File: config.mk
export PLATFORM = sky130hd
export DESIGN_NAME = pixel_sensor_controller
export DESIGN_NICKNAME = d
export VERILOG_FILES = /design/src/rtl/pixel_sensor_controller_pkg.sv /design/src/rtl/pixel_sensor_controller_counter.sv /design/src/rtl/pixel_sensor_controller.sv
export SDC_FILE = /design/constraint.sdc
export NUM_CORES = 1
export LEC_CHECK = 0
export ABC_AREA = 0
export CAP_MARGIN = 20
export CELL_PAD_IN_SITES_DETAIL_PLACEMENT = 1
export CELL_PAD_IN_SITES_GLOBAL_PLACEMENT = 1
export CORE_MARGIN = 8
export CORE_UTILIZATION = 25
export DETAILED_ROUTE_END_ITERATION = 10
export PLACE_DENSITY = 0.62
export RECOVER_POWER = 25
export SYNTH_ARGS = -nofsm -noshare
export SYNTH_HDL_FRONTEND = slang
export SYNTH_SLANG_ARGS = --single-unit
export TNS_END_PERCENT = 10
File: constraint.sdc
create_clock -name clk -period 2.5 [get_ports clk]
set_input_delay 0.5 -clock clk [delete_from_list [all_inputs] [get_ports clk]]
set_output_delay 0.5 -clock clk [all_outputs]
set_load 0.01 [all_outputs]
File: src/rtl/pixel_sensor_controller_pkg.sv
`default_nettype none
// ============================================================================
// Module      : PixelSensorConfig (package)
// Description : Shared configuration for the pixel sensor controller: default
//               timing constants, array geometry, controller state codes and
//               small constant helpers used to size counters.
// Revision    : 1.0 - initial release
// ============================================================================
package PixelSensorConfig;

  // Sensor geometry and default frame timing
  localparam int PIXEL_BITS_DEF     = 8;
  localparam int PIXEL_ARRAY_HEIGHT = 8;
  localparam int ERASE_CYCLES_DEF   = 5;
  localparam int EXPOSE_CYCLES_DEF  = 255;
  localparam int READ_CYCLES_DEF    = 2;

  // Controller state codes
  localparam logic [2:0] ST_IDLE    = 3'd0;
  localparam logic [2:0] ST_ERASE   = 3'd1;
  localparam logic [2:0] ST_EXPOSE  = 3'd2;
  localparam logic [2:0] ST_CONVERT = 3'd3;
  localparam logic [2:0] ST_READ    = 3'd4;

  function automatic int max_int(input int a, input int b);
    return (a > b) ? a : b;
  endfunction

  // Bits needed to hold 0..n-1, never less than one bit
  function automatic int width_of(input int n);
    return (n > 1) ? $clog2(n) : 1;
  endfunction

endpackage
`default_nettype wire

File: src/rtl/pixel_sensor_controller_counter.sv
`default_nettype none
// ============================================================================
// Module      : pixel_sensor_controller_counter
// Description : Generic up-counter with synchronous clear and enable; used by
//               the controller to produce the ramp code.
// Revision    : 1.0 - initial release
// ============================================================================
module pixel_sensor_controller_counter #(
  parameter int BITS = 8
) (
  input  logic            clk,
  input  logic            reset,
  input  logic            clr_i,
  input  logic            en_i,
  output logic [BITS-1:0] count_o
);

  logic [BITS-1:0] count_q;

  // Count enabled events; clear has priority over enable
  always_ff @(posedge clk) begin
    if (reset) begin
      count_q <= '0;
    end else if (clr_i) begin
      count_q <= '0;
    end else if (en_i) begin
      count_q <= count_q + 1'b1;
    end
  end

  assign count_o = count_q;

endmodule
`default_nettype wire

File: src/rtl/pixel_sensor_controller.sv
`default_nettype none
// ============================================================================
// Module      : pixel_sensor_controller
// Description : Frame sequencer for an analog pixel array: erase, expose,
//               single-slope ramp conversion and row-by-row readout. All
//               outputs are registered decodes of the sequencer state, so each
//               visible phase trails the internal state by one cycle.
// Revision    : 1.0 - initial release
// ============================================================================
module pixel_sensor_controller
  import PixelSensorConfig::*;
#(
  parameter int PIXEL_BITS    = PIXEL_BITS_DEF,
  parameter int ERASE_CYCLES  = ERASE_CYCLES_DEF,
  parameter int EXPOSE_CYCLES = EXPOSE_CYCLES_DEF,
  parameter int ROWS          = PIXEL_ARRAY_HEIGHT,
  parameter int READ_CYCLES   = READ_CYCLES_DEF,
  localparam int ROW_W        = width_of(ROWS)
) (
  input  logic                  clk,
  input  logic                  reset,
  input  logic                  START,
  output logic                  ERASE,
  output logic                  EXPOSE,
  output logic                  RAMP,
  output logic [PIXEL_BITS-1:0] RAMP_CODE,
  output logic [ROW_W-1:0]      ROW_SELECT,
  output logic                  READ,
  output logic                  BUSY,
  output logic                  FRAME_DONE
);

  // One ramp pulse is a high cycle followed by a low cycle
  localparam int RAMP_CYCLES = 2 * (2 ** PIXEL_BITS);
  // One shared phase counter serves every timed state
  localparam int PHASE_MAX   = max_int(max_int(ERASE_CYCLES, EXPOSE_CYCLES),
                                       max_int(RAMP_CYCLES, READ_CYCLES));
  localparam int PHASE_W     = width_of(PHASE_MAX);

  localparam logic [PHASE_W-1:0] c_ERASE_LAST  = PHASE_W'(ERASE_CYCLES - 1);
  localparam logic [PHASE_W-1:0] c_EXPOSE_LAST = PHASE_W'(EXPOSE_CYCLES - 1);
  localparam logic [PHASE_W-1:0] c_RAMP_LAST   = PHASE_W'(RAMP_CYCLES - 1);
  localparam logic [PHASE_W-1:0] c_READ_LAST   = PHASE_W'(READ_CYCLES - 1);
  localparam logic [ROW_W-1:0]   c_ROW_LAST    = ROW_W'(ROWS - 1);

  logic [2:0]            state_q, state_d;
  logic [PHASE_W-1:0]    phase_q, phase_d;
  logic [ROW_W-1:0]      row_q, row_d;
  logic                  done_q, done_d;

  logic                  erase_q, expose_q, ramp_q, read_q, busy_q, frame_done_q;
  logic [PIXEL_BITS-1:0] ramp_code_q;
  logic [ROW_W-1:0]      row_sel_q;

  logic                  cnt_en, cnt_clr;
  logic [PIXEL_BITS-1:0] ramp_cnt;

  // Ramp code advances at the end of each pulse's high half as seen on RAMP
  assign cnt_en  = (state_q == ST_CONVERT) && ramp_q;
  assign cnt_clr = (state_q != ST_CONVERT);

  pixel_sensor_controller_counter #(
    .BITS (PIXEL_BITS)
  ) u_ramp_counter (
    .clk     (clk),
    .reset   (reset),
    .clr_i   (cnt_clr),
    .en_i    (cnt_en),
    .count_o (ramp_cnt)
  );

  // Sequencer next-state: each timed state runs until its phase counter hits the last cycle
  always_comb begin
    state_d = state_q;
    phase_d = phase_q + 1'b1;
    row_d   = row_q;
    done_d  = 1'b0;
    case (state_q)
      ST_IDLE: begin
        phase_d = '0;
        row_d   = '0;
        if (START) state_d = ST_ERASE;
      end
      ST_ERASE: begin
        if (phase_q == c_ERASE_LAST) begin
          state_d = ST_EXPOSE;
          phase_d = '0;
        end
      end
      ST_EXPOSE: begin
        if (phase_q == c_EXPOSE_LAST) begin
          state_d = ST_CONVERT;
          phase_d = '0;
        end
      end
      ST_CONVERT: begin
        if (phase_q == c_RAMP_LAST) begin
          state_d = ST_READ;
          phase_d = '0;
        end
      end
      ST_READ: begin
        if (phase_q == c_READ_LAST) begin
          phase_d = '0;
          if (row_q == c_ROW_LAST) begin
            state_d = ST_IDLE;
            row_d   = '0;
            done_d  = 1'b1;
          end else begin
            row_d = row_q + 1'b1;
          end
        end
      end
      default: begin
        state_d = ST_IDLE;
        phase_d = '0;
        row_d   = '0;
      end
    endcase
  end

  // State, phase, row and end-of-frame marker registers
  always_ff @(posedge clk) begin
    if (reset) begin
      state_q <= ST_IDLE;
      phase_q <= '0;
      row_q   <= '0;
      done_q  <= 1'b0;
    end else begin
      state_q <= state_d;
      phase_q <= phase_d;
      row_q   <= row_d;
      done_q  <= done_d;
    end
  end

  // Registered output decode of the current state
  always_ff @(posedge clk) begin
    if (reset) begin
      erase_q      <= 1'b0;
      expose_q     <= 1'b0;
      ramp_q       <= 1'b0;
      ramp_code_q  <= '0;
      row_sel_q    <= '0;
      read_q       <= 1'b0;
      busy_q       <= 1'b0;
      frame_done_q <= 1'b0;
    end else begin
      erase_q      <= (state_q == ST_ERASE);
      expose_q     <= (state_q == ST_EXPOSE);
      ramp_q       <= (state_q == ST_CONVERT) && !phase_q[0];
      ramp_code_q  <= (state_q == ST_CONVERT) ? ramp_cnt : '0;
      row_sel_q    <= (state_q == ST_READ) ? row_q : '0;
      read_q       <= (state_q == ST_READ);
      busy_q       <= (state_q != ST_IDLE);
      frame_done_q <= done_q;
    end
  end

  assign ERASE      = erase_q;
  assign EXPOSE     = expose_q;
  assign RAMP       = ramp_q;
  assign RAMP_CODE  = ramp_code_q;
  assign ROW_SELECT = row_sel_q;
  assign READ       = read_q;
  assign BUSY       = busy_q;
  assign FRAME_DONE = frame_done_q;

endmodule
`default_nettype wire

==> results.md <==
- Post-DRT Antenna Nets: 0
- Tcrit/Tclk final: 0.866
- Die H: 99.2 um
- Clock skew: 0.00286 ns
- Initial antenna violation count: 0
- Critical Path AT: between 2 and 2.5 ns
- Root Buffer: clkbuf_8
- Slew Limit Fails: 0
- Layout cell share with drive strength beyond 1: 0.0995
- Most common cell in the netlist: dfxtp_1
- Cell Area, Synth: ~1700 um2
- Sequential cell area: slightly above 800 um2
- Pwr/cell area: 739 nW/um2
- Post-synth EDFFs: 0
- Initial Util: 0.256
- Min cycle time layout: ~2.2 ns
- Die Wd: between 90 and 100 um
- RR Startpoint: phase_q[6]
- GRT Resource Usage Total: 0.0792
- Post-CTS Setup Inserts: 0
- Main area contributors after synthesis: dfxtp_1 (47%), nor2_1 (7.4%), ha_1 (5.8%)
- Yosys top cell by area: dfxtp_1
- First-pass iteration count of the detailed router: 4
- Fin. Hold Viols: 0
- Core Box Area: 6760 um2
- Inserted Clock Buffers: 5
- Synthesis Warnings: 0
- CTS Hold Bufs: 0
- Rel. slew slack: 0.537
- Hold path start: done_q
- Most frequent cells after synthesis: dfxtp_1 (41), nor2_1 (34), and2_1 (11)
- Post-synthesis instance total: between 150 and 200
- Routed wire length: approximately 3500 um
- Max H-tree Level: 2
- RSZ-0062 raised after global routing: no
- Final total power: approximately 1500 uW
- Hold depth: 1
- Clock net sink count: 41
- Boundary Pins: 20
- DR DRC count: 0
- Seq cells post-synth: just over 40
- Clk buf depth: 2
- CP max FO: 8
- Yosys cell types: 38
- Final WS setup: 0.336 ns
- Setup CP Type: reg2reg
- Max Cap Viol: 0
- Lkg Pwr: 0.000734 uW
- Area of the multi-input gates: 835 um2
- DR vias/cell: 4.49
- Synth Flop Type: dfxtp_1
- Die area: 9840 um2
- Required time of the worst setup path: 2.68 ns
- Setup slack, reg-to-reg: 0.34 ns
- Register area share after synthesis: 0.474
- Placer Congestion: 0.749
- Worst hold path class: reg2reg
- Setup tns final: 0 ns
- Via Count: 1263
- Layout area overhead: 19.4%
- Pre-CTS WS: 0.381 ns
- Peak VDD IR: about 180 uV
- Asr flop ratio synth: 0
- Routed length per instance: ~13 um
- Cell Rows: 30
- First-pass GRT wire length: 6240 um
- Min-Delay Endpoint: FRAME_DONE
- # diodes: 0
- Total global routing overflow: 0
- Yosys top cell area share: 0.474
- Initial drt markers: 22
- Number of global-route vias before repair: roughly 1300
- Mean Syn Cell Area: 9.72 um2
- Reg clk slew, reported paths: 0.08 ns
- Post-Syn Nets: between 150 and 200
- Total Nets Final: 211
- Startpoint types: flop
- PortBufs: 19
- Worst Tran Pin Value: 0.689 ns
- F_max: 462 MHz
- Worst setup EP type: flop
- Outcome: finished clean
- Final HPWL DP: 2550 um
- # setup viols final: 0
- R2R Path End: phase_q[6]
- Clk_lat worst skew: 0.30 ns
- Post-CTS Resized: 0
- Fillers: 808
- TritonCTS clock tree: yes
- Pin count of the biggest net entering global routing: 17
- Reg2reg path depth: 5
-- where the power goes --
group | switching, uW | internal, uW | leakage, uW
clock network | 233 | 193 | 0.0000439
logic | 196 | 174 | 0.000359
registers | 43.3 | 688 | 0.000331
-- final cells by class --
class                           count  area share
Clock buffer                        5      0.0333
Clock inverter                      3     0.00848
Inverter                            5     0.00909
Multi-Input combinational cell    126       0.404
Sequential cell                    41       0.397
Tap cell                           80      0.0485
Timing Repair Buffer               21      0.0993
-- how the worst max path moves through the flow --
stage | cells after the start | start | slack [ns] | end
floorplan | 8 | phase_q[0] | 0.66 | state_q[0]
global placement | 8 | phase_q[0] | 0.39 | state_q[0]
detailed placement | 8 | phase_q[0] | 0.38 | state_q[0]
CTS | 8 | phase_q[0] | 0.37 | state_q[0]
global route | 5 | phase_q[6] | 0.20 | phase_q[0]
finish | 5 | phase_q[6] | 0.34 | phase_q[6]
-- flip-flops by register name, indices dropped and copies added (netlist names) --
name	count
READ	1
row_q	3
done_q	1
BUSY	1
phase_q	9
u_ramp_counter.count_o	8
state_q	3
ROW_SELECT	3
EXPOSE	1
RAMP	1
ERASE	1
RAMP_CODE	8
FRAME_DONE	1
-- cell usage in the layout (no fill, tap or decap), types with 3 or more instances in the layout --
master	count
clkdlybuf4s50_1	18
and2_1	10
a21oi_1	4
nand3_1	6
xor2_1	6
clkbuf_8	5
dfxtp_1	41
ha_1	8
nor2_1	34
nor2b_1	3
mux2i_1	4
nand4_1	5
nor3_1	4
nand2_1	7
inv_1	5
xnor2_1	8
-- layer usage --
| metal | up-vias | GRT usage | part of all wire |
|---|---|---|---|
| met4 | 0 | 0.0454 | 0.025 |
| met1 | 606 | 0.0929 | 0.48 |
| met3 | 7 | 0.0244 | 0.036 |
| met2 | 16 | 0.125 | 0.45 |
| met5 | - | 0 | 0 |
| li1 | 634 | - | - |
-- worst max-delay path, stage by stage, from the launching register on --
cell and delay [ns]:
dfxtp_1 0.35, nor4_1 0.64, a41oi_1 0.28, or3_4 0.45, o21ai_4 0.25, nor2_1 0.09
-- logic make-up (layout without fill, tap and decap cells) --
logic type	count (synthesis)	after routing	share of synthesized area
compound gates	12	12	0.0579
xor+xnor	14	14	0.0709
fa+ha+maj	8	8	0.0578
buf+inv	11	34	0.0347
flops	41	41	0.474
mux	5	5	0.0318
simple gates	87	87	0.273
-- per-stage QoR --
stage                     utilization  instance area, um2  hold slack [ns]  cells
after floorplan                     -                1730            0.414    178
final                           0.306                2070            0.446    281
after detailed placement        0.295                1990            0.435    273
after global routing            0.306                2070            0.467    281
after CTS                       0.308                2080            0.454    281
after global placement          0.295                1990            0.418    273
No activity file was read; power rests on OpenSTA's default activity.
